--- config.mk ---
export PLATFORM = sky130hd
export DESIGN_NAME = bitserial_subtractor
export DESIGN_NICKNAME = d
export VERILOG_FILES = /design/src/rtl/bitserial_subtractor.sv
export SDC_FILE = /design/constraint.sdc
export NUM_CORES = 1
export LEC_CHECK = 0
export BUFFER_PORTS_ARGS = -buffer_cell sky130_fd_sc_hd__buf_4
export CORE_MARGIN = 8
export CORE_UTILIZATION = 32
export CTS_CLUSTER_SIZE = 16
export DETAILED_ROUTE_END_ITERATION = 7
export MAX_ROUTING_LAYER = met4
export PLACE_DENSITY_LB_ADDON = 0.25
export SKIP_LAST_GASP = 1
export SLEW_MARGIN = 20
export SYNTH_ARGS = -nofsm -noshare
export SYNTH_HDL_FRONTEND = slang
export SYNTH_SLANG_ARGS = --single-unit
--- constraint.sdc ---
create_clock -name clk -period 3.3 [get_ports clk]
set_input_delay 0.495 -clock clk [delete_from_list [all_inputs] [get_ports clk]]
set_output_delay 0.495 -clock clk [all_outputs]
set_load 0.01 [all_outputs]
--- src/rtl/bitserial_subtractor.sv ---
// ---------------------------------------------------------------------------
// bitserial_subtractor
//
// Purpose:
//   Computes diff = a - b - bin on WIDTH-bit unsigned operands, one bit per
//   clock, LSB first, by reusing a single full-subtractor cell.
//   Operands enter through a valid/ready input port and the result leaves
//   through a valid/ready output port.
//
// Ports:
//   clk        in   1      rising-edge clock
//   rst        in   1      asynchronous, active-high reset
//   in_valid   in   1      operand word valid
//   in_ready   out  1      block can accept an operand word (IDLE only)
//   a          in   WIDTH  minuend
//   b          in   WIDTH  subtrahend
//   bin        in   1      borrow in
//   out_valid  out  1      result valid (DONE only)
//   out_ready  in   1      consumer accepts the result
//   diff       out  WIDTH  a - b - bin, modulo 2^WIDTH
//   bout       out  1      final borrow out (a < b + bin, unsigned)
//   ovf        out  1      signed overflow of a - b, valid with out_valid
//                          (present only when BITSERIAL_SUB_OVF_EN is defined)
//
// Configuration macro:
//   BITSERIAL_SUB_OVF_EN - adds the ovf output and its flop.
//
// Handshake: a word transfers on a rising edge where valid and ready are both
//   high. valid, once raised, holds with its payload stable until that edge.
//   in_valid while in_ready is low is ignored and not buffered.
//
// Timing: the accept edge moves IDLE->RUN; RUN lasts WIDTH cycles (one bit
//   each); DONE follows, so out_valid is high in the (WIDTH+1)-th cycle after
//   the accept cycle. With out_ready held high an operation repeats every
//   WIDTH+2 cycles (no accept while in DONE).
// ---------------------------------------------------------------------------
module bitserial_subtractor #(
    parameter int WIDTH = 8
) (
    input  logic             clk,
    input  logic             rst,
    input  logic             in_valid,
    output logic             in_ready,
    input  logic [WIDTH-1:0] a,
    input  logic [WIDTH-1:0] b,
    input  logic             bin,
    output logic             out_valid,
    input  logic             out_ready,
    output logic [WIDTH-1:0] diff,
    output logic             bout
`ifdef BITSERIAL_SUB_OVF_EN
    ,
    output logic             ovf
`endif
);

    localparam int CNT_W = $clog2(WIDTH);
    localparam logic [CNT_W-1:0] LAST_BIT = CNT_W'(WIDTH - 1);

    typedef enum logic [1:0] {
        IDLE = 2'd0,
        RUN  = 2'd1,
        DONE = 2'd2
    } state_t;

    state_t             state_q, state_d;
    logic [WIDTH-1:0]   a_q, a_d;
    logic [WIDTH-1:0]   b_q, b_d;
    logic [WIDTH-1:0]   diff_q, diff_d;
    logic               br_q, br_d;
    logic [CNT_W-1:0]   cnt_q, cnt_d;

    // The one full-subtractor cell, always looking at the current LSBs.
    logic bit_diff;
    logic bit_borrow;

    assign bit_diff   = a_q[0] ^ b_q[0] ^ br_q;
    assign bit_borrow = (~a_q[0] & b_q[0]) | (~(a_q[0] ^ b_q[0]) & br_q);

`ifdef BITSERIAL_SUB_OVF_EN
    logic ovf_q, ovf_d;
`endif

    always_comb begin
        state_d   = state_q;
        a_d       = a_q;
        b_d       = b_q;
        diff_d    = diff_q;
        br_d      = br_q;
        cnt_d     = cnt_q;
        in_ready  = 1'b0;
        out_valid = 1'b0;
`ifdef BITSERIAL_SUB_OVF_EN
        ovf_d     = ovf_q;
`endif

        case (state_q)
            IDLE: begin
                in_ready = 1'b1;
                if (in_valid) begin
                    a_d     = a;
                    b_d     = b;
                    br_d    = bin;
                    cnt_d   = '0;
                    state_d = RUN;
                end
            end

            RUN: begin
                a_d    = a_q >> 1;
                b_d    = b_q >> 1;
                // Result bits enter at the MSB so that after WIDTH shifts the
                // first computed bit lands at bit 0.
                diff_d = {bit_diff, diff_q[WIDTH-1:1]};
                br_d   = bit_borrow;
                if (cnt_q == LAST_BIT) begin
`ifdef BITSERIAL_SUB_OVF_EN
                    // At the MSB step a_q[0]/b_q[0] are the operand MSBs and
                    // bit_diff is the result MSB; the borrow in plays no part.
                    ovf_d = (a_q[0] != b_q[0]) && (bit_diff != a_q[0]);
`endif
                    state_d = DONE;
                end else begin
                    cnt_d = cnt_q + CNT_W'(1);
                end
            end

            DONE: begin
                out_valid = 1'b1;
                if (out_ready) begin
                    state_d = IDLE;
                end
            end

            default: begin
                state_d = IDLE;
            end
        endcase
    end

    always_ff @(posedge clk or posedge rst) begin
        if (rst) begin
            state_q <= IDLE;
            a_q     <= '0;
            b_q     <= '0;
            diff_q  <= '0;
            br_q    <= 1'b0;
            cnt_q   <= '0;
        end else begin
            state_q <= state_d;
            a_q     <= a_d;
            b_q     <= b_d;
            diff_q  <= diff_d;
            br_q    <= br_d;
            cnt_q   <= cnt_d;
        end
    end

`ifdef BITSERIAL_SUB_OVF_EN
    always_ff @(posedge clk or posedge rst) begin
        if (rst) begin
            ovf_q <= 1'b0;
        end else begin
            ovf_q <= ovf_d;
        end
    end

    assign ovf = ovf_q;
`endif

    // After the last bit the borrow register holds the final borrow out and
    // nothing updates it again until the next accept.
    assign diff = diff_q;
    assign bout = br_q;

endmodule

==> results of run 1 <==
-- synth_stat cells --
cell type and count:
nor2_1 2, o31ai_1 1, dfrtp_1 30, inv_2 1, buf_4 3, nor2_2 3, a221oi_2 2, fa_1 1
nor3b_1 2, nand3b_1 1, buf_6 1, nor2b_1 2, o2bb2ai_1 1, o21bai_2 1, o22ai_1 20, nand2b_2 1
o21ai_0 5, a22oi_1 2, inv_1 8, nand2_1 7, nand2b_1 1, o22a_1 2, o221a_2 1, nor3_1 3
mux2_4 8, ha_1 2, clkbuf_1 1, a21oi_1 14, buf_2 4
-- cells by family after synthesis --
logic type / count (synthesis) / share of synthesized area [%]
simple gates: 22 / 8.13
flops: 30 / 51.9
fa+ha+maj: 3 / 3.11
compound gates: 49 / 22.2
buf+inv: 18 / 6.31
mux: 8 / 8.30
-- per-layer routing --
metal / part of all wire (%) / wire length (um)
met5: 0 / 0
met1: 43 / 1490
met3: 6.0 / 208
met2: 49 / 1700
met4: 1.5 / 51
-- how the worst max path moves through the flow --
stage | to | slack (ps) | cells after the start
after floorplan | in_ready | 2020 | 2
after global placement | diff[6]$_DFFE_PP0N_ | 1470 | 2
after detailed placement | diff[4]$_DFFE_PP0N_ | 1420 | 2
after CTS | out_valid | 1300 | 3
after global routing | out_valid | 1210 | 3
final | out_valid | 1280 | 3
-- placed cells by master (no fill, tap or decap) --
cell type	Yosys	final
nand2b_2	1	1
o31ai_1	1	1
inv_1	8	7
o21bai_2	1	1
o22a_1	2	2
dfrtp_1	30	30
buf_4	3	31
nor3_1	3	3
nor2_1	2	2
clkbuf_8	0	5
mux2_4	8	8
nand2b_1	1	1
o221a_2	1	1
a22oi_1	2	2
o21ai_0	5	5
o22ai_1	20	20
nor2_2	3	3
nor3b_1	2	2
a221oi_2	2	2
a21oi_1	14	14
ha_1	2	2
inv_2	1	2
nor2b_1	2	2
nand2_1	7	7
fa_1	1	1
clkbuf_1	1	2
o2bb2ai_1	1	1
nand3b_1	1	1
-- where the power goes --
| part | internal, mW | switching [mW] |
|---|---|---|
| logic | 0.395 | 0.338 |
| registers | 0.546 | 0.151 |
| clock network | 0.145 | 0.129 |
| total | 1.09 | 0.617 |
-- layout make-up --
| type | instances | share of cell area, % |
|---|---|---|
| Inverter | 9 | 1.92 |
| Multi-Input combinational cell | 82 | 34.3 |
| Sequential cell | 30 | 42.6 |
| Tap cell | 52 | 3.69 |
| Timing Repair Buffer | 31 | 13.2 |
| Clock buffer | 7 | 4.33 |
-- sequential cells by signal, summed over array words and instances (netlist names) --
register and cells:
a_q 8, b_q 8, diff 8, cnt_q 3, state_q 2, bout 1
-- metrics by stage --
stage               hold WS, ps  cell area (um2)  utilization [%]  total power [mW]
floorplan                   451             1450                -              1.22
global placement            486             1690             38.7              1.41
detailed placement          484             1690             38.7              1.44
CTS                         336             1760             40.5              1.72
global route                363             1760             40.5              1.85
finish                      312             1760             40.5              1.70
-- critical path, cell delays in order (launching register included) --
cell     delay [ps]
dfrtp_1         600
inv_1           280
nor2_1          210
buf_4           160
==> results.yml, run 1 <==
worst_setup_path:
  r2r_setup_slack_ps: 1410
  crit_fanout: 14
  cp.arrival_ps: 1530
  reg2reg_depth: 2
  critPathLaunch: "state_q[1]$_DFFE_PP0P_"
  r2r_start: "state_q[1]$_DFFE_PP0P_"
  worstPathRequired_ps: 2800
  path_class: "register to output port"
  cp-end-kind: "output port"
  r2r_end: "diff[4]$_DFFE_PP0N_"
  worst_setup_path_start_kind: "register"
grt:
  grt_pass1_wl_um: 5780
  grt_max_degree: 31
  overflow: 0
  antenna_found_initial: 0
  gr-usage-met1_pct: 11.2
  grt_pass1_vias: 1194
  top_usage_layer: "met2"
  grtUsageMet3_pct: 4.49
  met2_usage_pct: 16.9
  grt_use_total_pct: 10.5
place:
  pre_cts_slack_ps: 1420
  hpwl_um: 2470
  gp_congestion: 0.778
  numPortBuffers: 31
  dp_cells: 204
synth:
  synth.top_cell.area_share_pct: 51.9
  synth_cells: 130
  yosysUniqueCellTypes: 29
  synth-seq-cells: 30
  yosysWarnings: 0
  synth_area_leaders: "dfrtp_1 52%, o22ai_1 8.7%, mux2_4 8.3%"
  syn_avg_cell_area_um2: 11.1
  yosysTopAreaCell: "dfrtp_1"
  synth_nets: 154
  syn_area_um2: 1450
  ys_seq_area_share_pct: 51.9
power_and_ir_drop:
  p_leak_nw: 0.793
  powerDensity_nw_per_um2: 966
  ir_worst_vdd_uv: 375
routing:
  wirelength_um: 3450
  drc_errors: 0
  wl_per_cell_um: 16.3
  postRouteAntennaNets: 0
  vias: 1123
  first_pass_iters: 4
  drt_iter0_markers: 63
  viasPerCell: 5.32
outcome:
  status: "completed"
sta:
  hold_violations: 0
  max_slew.worst_pin.slew_ps: 972
  relSlewSlack_pct: 35.2
  finalMaxSlewViolations: 0
  clock.fmax_mhz: 494
  finClkSkew_ps: 2.21
  setup-violations-final: 0
  rsz0062_at_grt: "false"
  post-route-period-util_pct: 61.3
  setup-tns-final_ps: 0
  timing.final.ws_setup_ps: 1280
  finalCriticalPeriod_ps: 2020
final_layout:
  area_growth_pct: 21.9
  fillers: 422
  final-instance-count-excl-fill: 211
  multi_input_area_um2: 604
  register_area_um2: 751
  drive_gt1_share_pct: 34.0
  final_nets: 183
  antenna_cells: 0
min_path:
  hold_class: "input port to async pin"
clocking:
  htree_levels: 2
  cts_tree: "yes"
  clk-insertion-delay-late_ps: 280
  cts_made_buffers: 5
  ctsResizeCount: 0
  post_cts_buffers: 0
  root_buffer: "clkbuf_8"
  holdBufCountCts: 0
  cts_num_sinks: 30
  cts_buffer_depth: 2
  path_clk_slew_ps: 60
floorplan:
  row_count: 24
  die_w_um: 83.2
  fp.dieH_um: 83.2
  core_um2: 4350
  die_area_um2: 6930
  ioPinCount: 32
  initial_core_util_pct: 33.2
flow_run:
  cap_viol_max_count: 0
Note: power is estimated with default switching activity, not from simulation.
==> run 2: changes to the inputs <==
Clock period 3.3 ns to 2.05 ns, I/O delays scaled along.
==> run 2 against run 1 <==
Net effect:
- final cell count up 1.4%
- sequential power up 61%
- global-route usage down 0.64 points
- via count down 2.0%
- largest cell class unchanged
- largest power group unchanged
==> results.yml, run 2 (same netlist as run 1, synthesis figures left out) <==
final_layout:
  area_growth_pct: 24.0
  post-route-util_pct: 41.2
  register_area_um2: 751
  drive_gt1_share_pct: 35.2
  fillers: 432
  antenna_cells: 0
  layout_common_cells: "33 x buf_4, 30 x dfrtp_1, 20 x o22ai_1"
  final_nets: 185
  layout_commonest_cell: "buf_4"
  multi_input_area_um2: 604
  final-instance-count-excl-fill: 214
worst_setup_path:
  worstPathCellList: "inv_1 -> nor2_1 -> buf_4"
  worstPathRequired_ps: 1740
  cp-end-kind: "output port"
  cp_slowest_cell: "dfrtp_1"
  critPathLaunch: "state_q[1]$_DFFE_PP0P_"
  crit_fanout: 14
  reg2reg_depth: 3
  r2r_start: "state_q[1]$_DFFE_PP0P_"
  cp.arrival_ps: 1490
  worst_setup_path_start_kind: "register"
  max_stage_delay_ps: 590
  path_class: "register to output port"
sta:
  hold_violations: 0
  setup-tns-final_ps: 0
  post-route-period-util_pct: 87.9
  clock.fmax_mhz: 555
  setup-violations-final: 0
  finClkSkew_ps: 6.54
  finalMaxSlewViolations: 0
  max_slew.worst_pin.slew_ps: 448
  finalCriticalPeriod_ps: 1800
  timing.final.ws_setup_ps: 248
  relSlewSlack_pct: 70.1
  rsz0062_at_grt: "false"
clocking:
  cts_made_buffers: 5
  clk-insertion-delay-late_ps: 280
  post_cts_buffers: 0
  cts_tree: "yes"
  ctsResizeCount: 0
  root_buffer: "clkbuf_8"
  holdBufCountCts: 0
  path_clk_slew_ps: 60
  cts_buffer_depth: 2
  htree_levels: 2
  cts_num_sinks: 30
floorplan:
  core_um2: 4350
  ioPinCount: 32
  initial_core_util_pct: 33.2
  die_w_um: 83.2
  fp.dieH_um: 83.2
  row_count: 24
  die_area_um2: 6930
power_and_ir_drop:
  p_leak_nw: 0.814
  powerDensity_nw_per_um2: 1550
  total_power_mw: 2.78
  ir_worst_vdd_uv: 584
grt:
  antenna_found_initial: 0
  grt_use_total_pct: 9.86
  grt_pass1_wl_um: 5420
  overflow: 0
  grt_max_degree: 31
  grt_pass1_vias: 1146
place:
  numPortBuffers: 31
  gp_congestion: 0.719
  dp_cells: 206
  hpwl_um: 2310
  pre_cts_slack_ps: 536
outcome:
  status: "completed"
routing:
  postRouteAntennaNets: 0
  wirelength_um: 3270
  drc_errors: 0
  viasPerCell: 5.14
  first_pass_iters: 4
  vias: 1100
  drt_iter0_markers: 80
  wl_per_cell_um: 15.3
min_path:
  hold_class: "input port to async pin"
flow_run:
  cap_viol_max_count: 0
run 2: cell count changes in the layout (fill, tap and decap cells not counted), sizes merged:
cell / before / now
buf: 31 / 33
clkinv: 0 / 1
run 2: critical path, delay by kind of cell, from the launching register on:
kind	cells	cell delay (ps)
simple gates	1	200
buf+inv	2	420
flops	1	590
run 2: final cells by class:
type	count	area share (%)
Tap cell	52	3.63
Multi-Input combinational cell	82	33.7
Timing Repair Buffer	33	13.8
Clock inverter	1	0.279
Inverter	9	1.88
Sequential cell	30	41.9
Clock buffer	7	4.82
run 2: per-stage QoR:
stage | instance area, um2 | hold slack (ps)
finish | 1790 | 101
detailed placement | 1700 | 419
global placement | 1700 | 408
global route | 1790 | 152
CTS | 1790 | 114
floorplan | 1450 | 398
run 2: worst paths after layout:
kind	to	slack [ps]
min in group clk	state_q[1]$_DFFE_PP0P_	280
hold / removal	a_q[1]$_DFFE_PP0P_	100
setup / recovery	out_valid	250
max in group asynchronous	b_q[5]$_DFFE_PP0P_	1660
setup reg to reg	diff[5]$_DFFE_PP0N_	570
hold reg to reg	b_q[7]$_DFFE_PP0P_	490
run 2: layer usage:
metal / vias up / global-route usage [%] / wire [um]
met2: 23 / 15.0 / 1590
met5: - / - / 0
met1: 534 / 11.3 / 1450
met4: 0 / 4.79 / 65
met3: 7 / 3.52 / 160
li1: 536 / - / -
run 2: where the power goes:
group,switching (mW),leakage [nW],internal [mW]
clock,0.213,0.0482,0.270
sequential,0.242,0.352,0.878
combinational,0.535,0.414,0.638
total,0.991,0.814,1.79
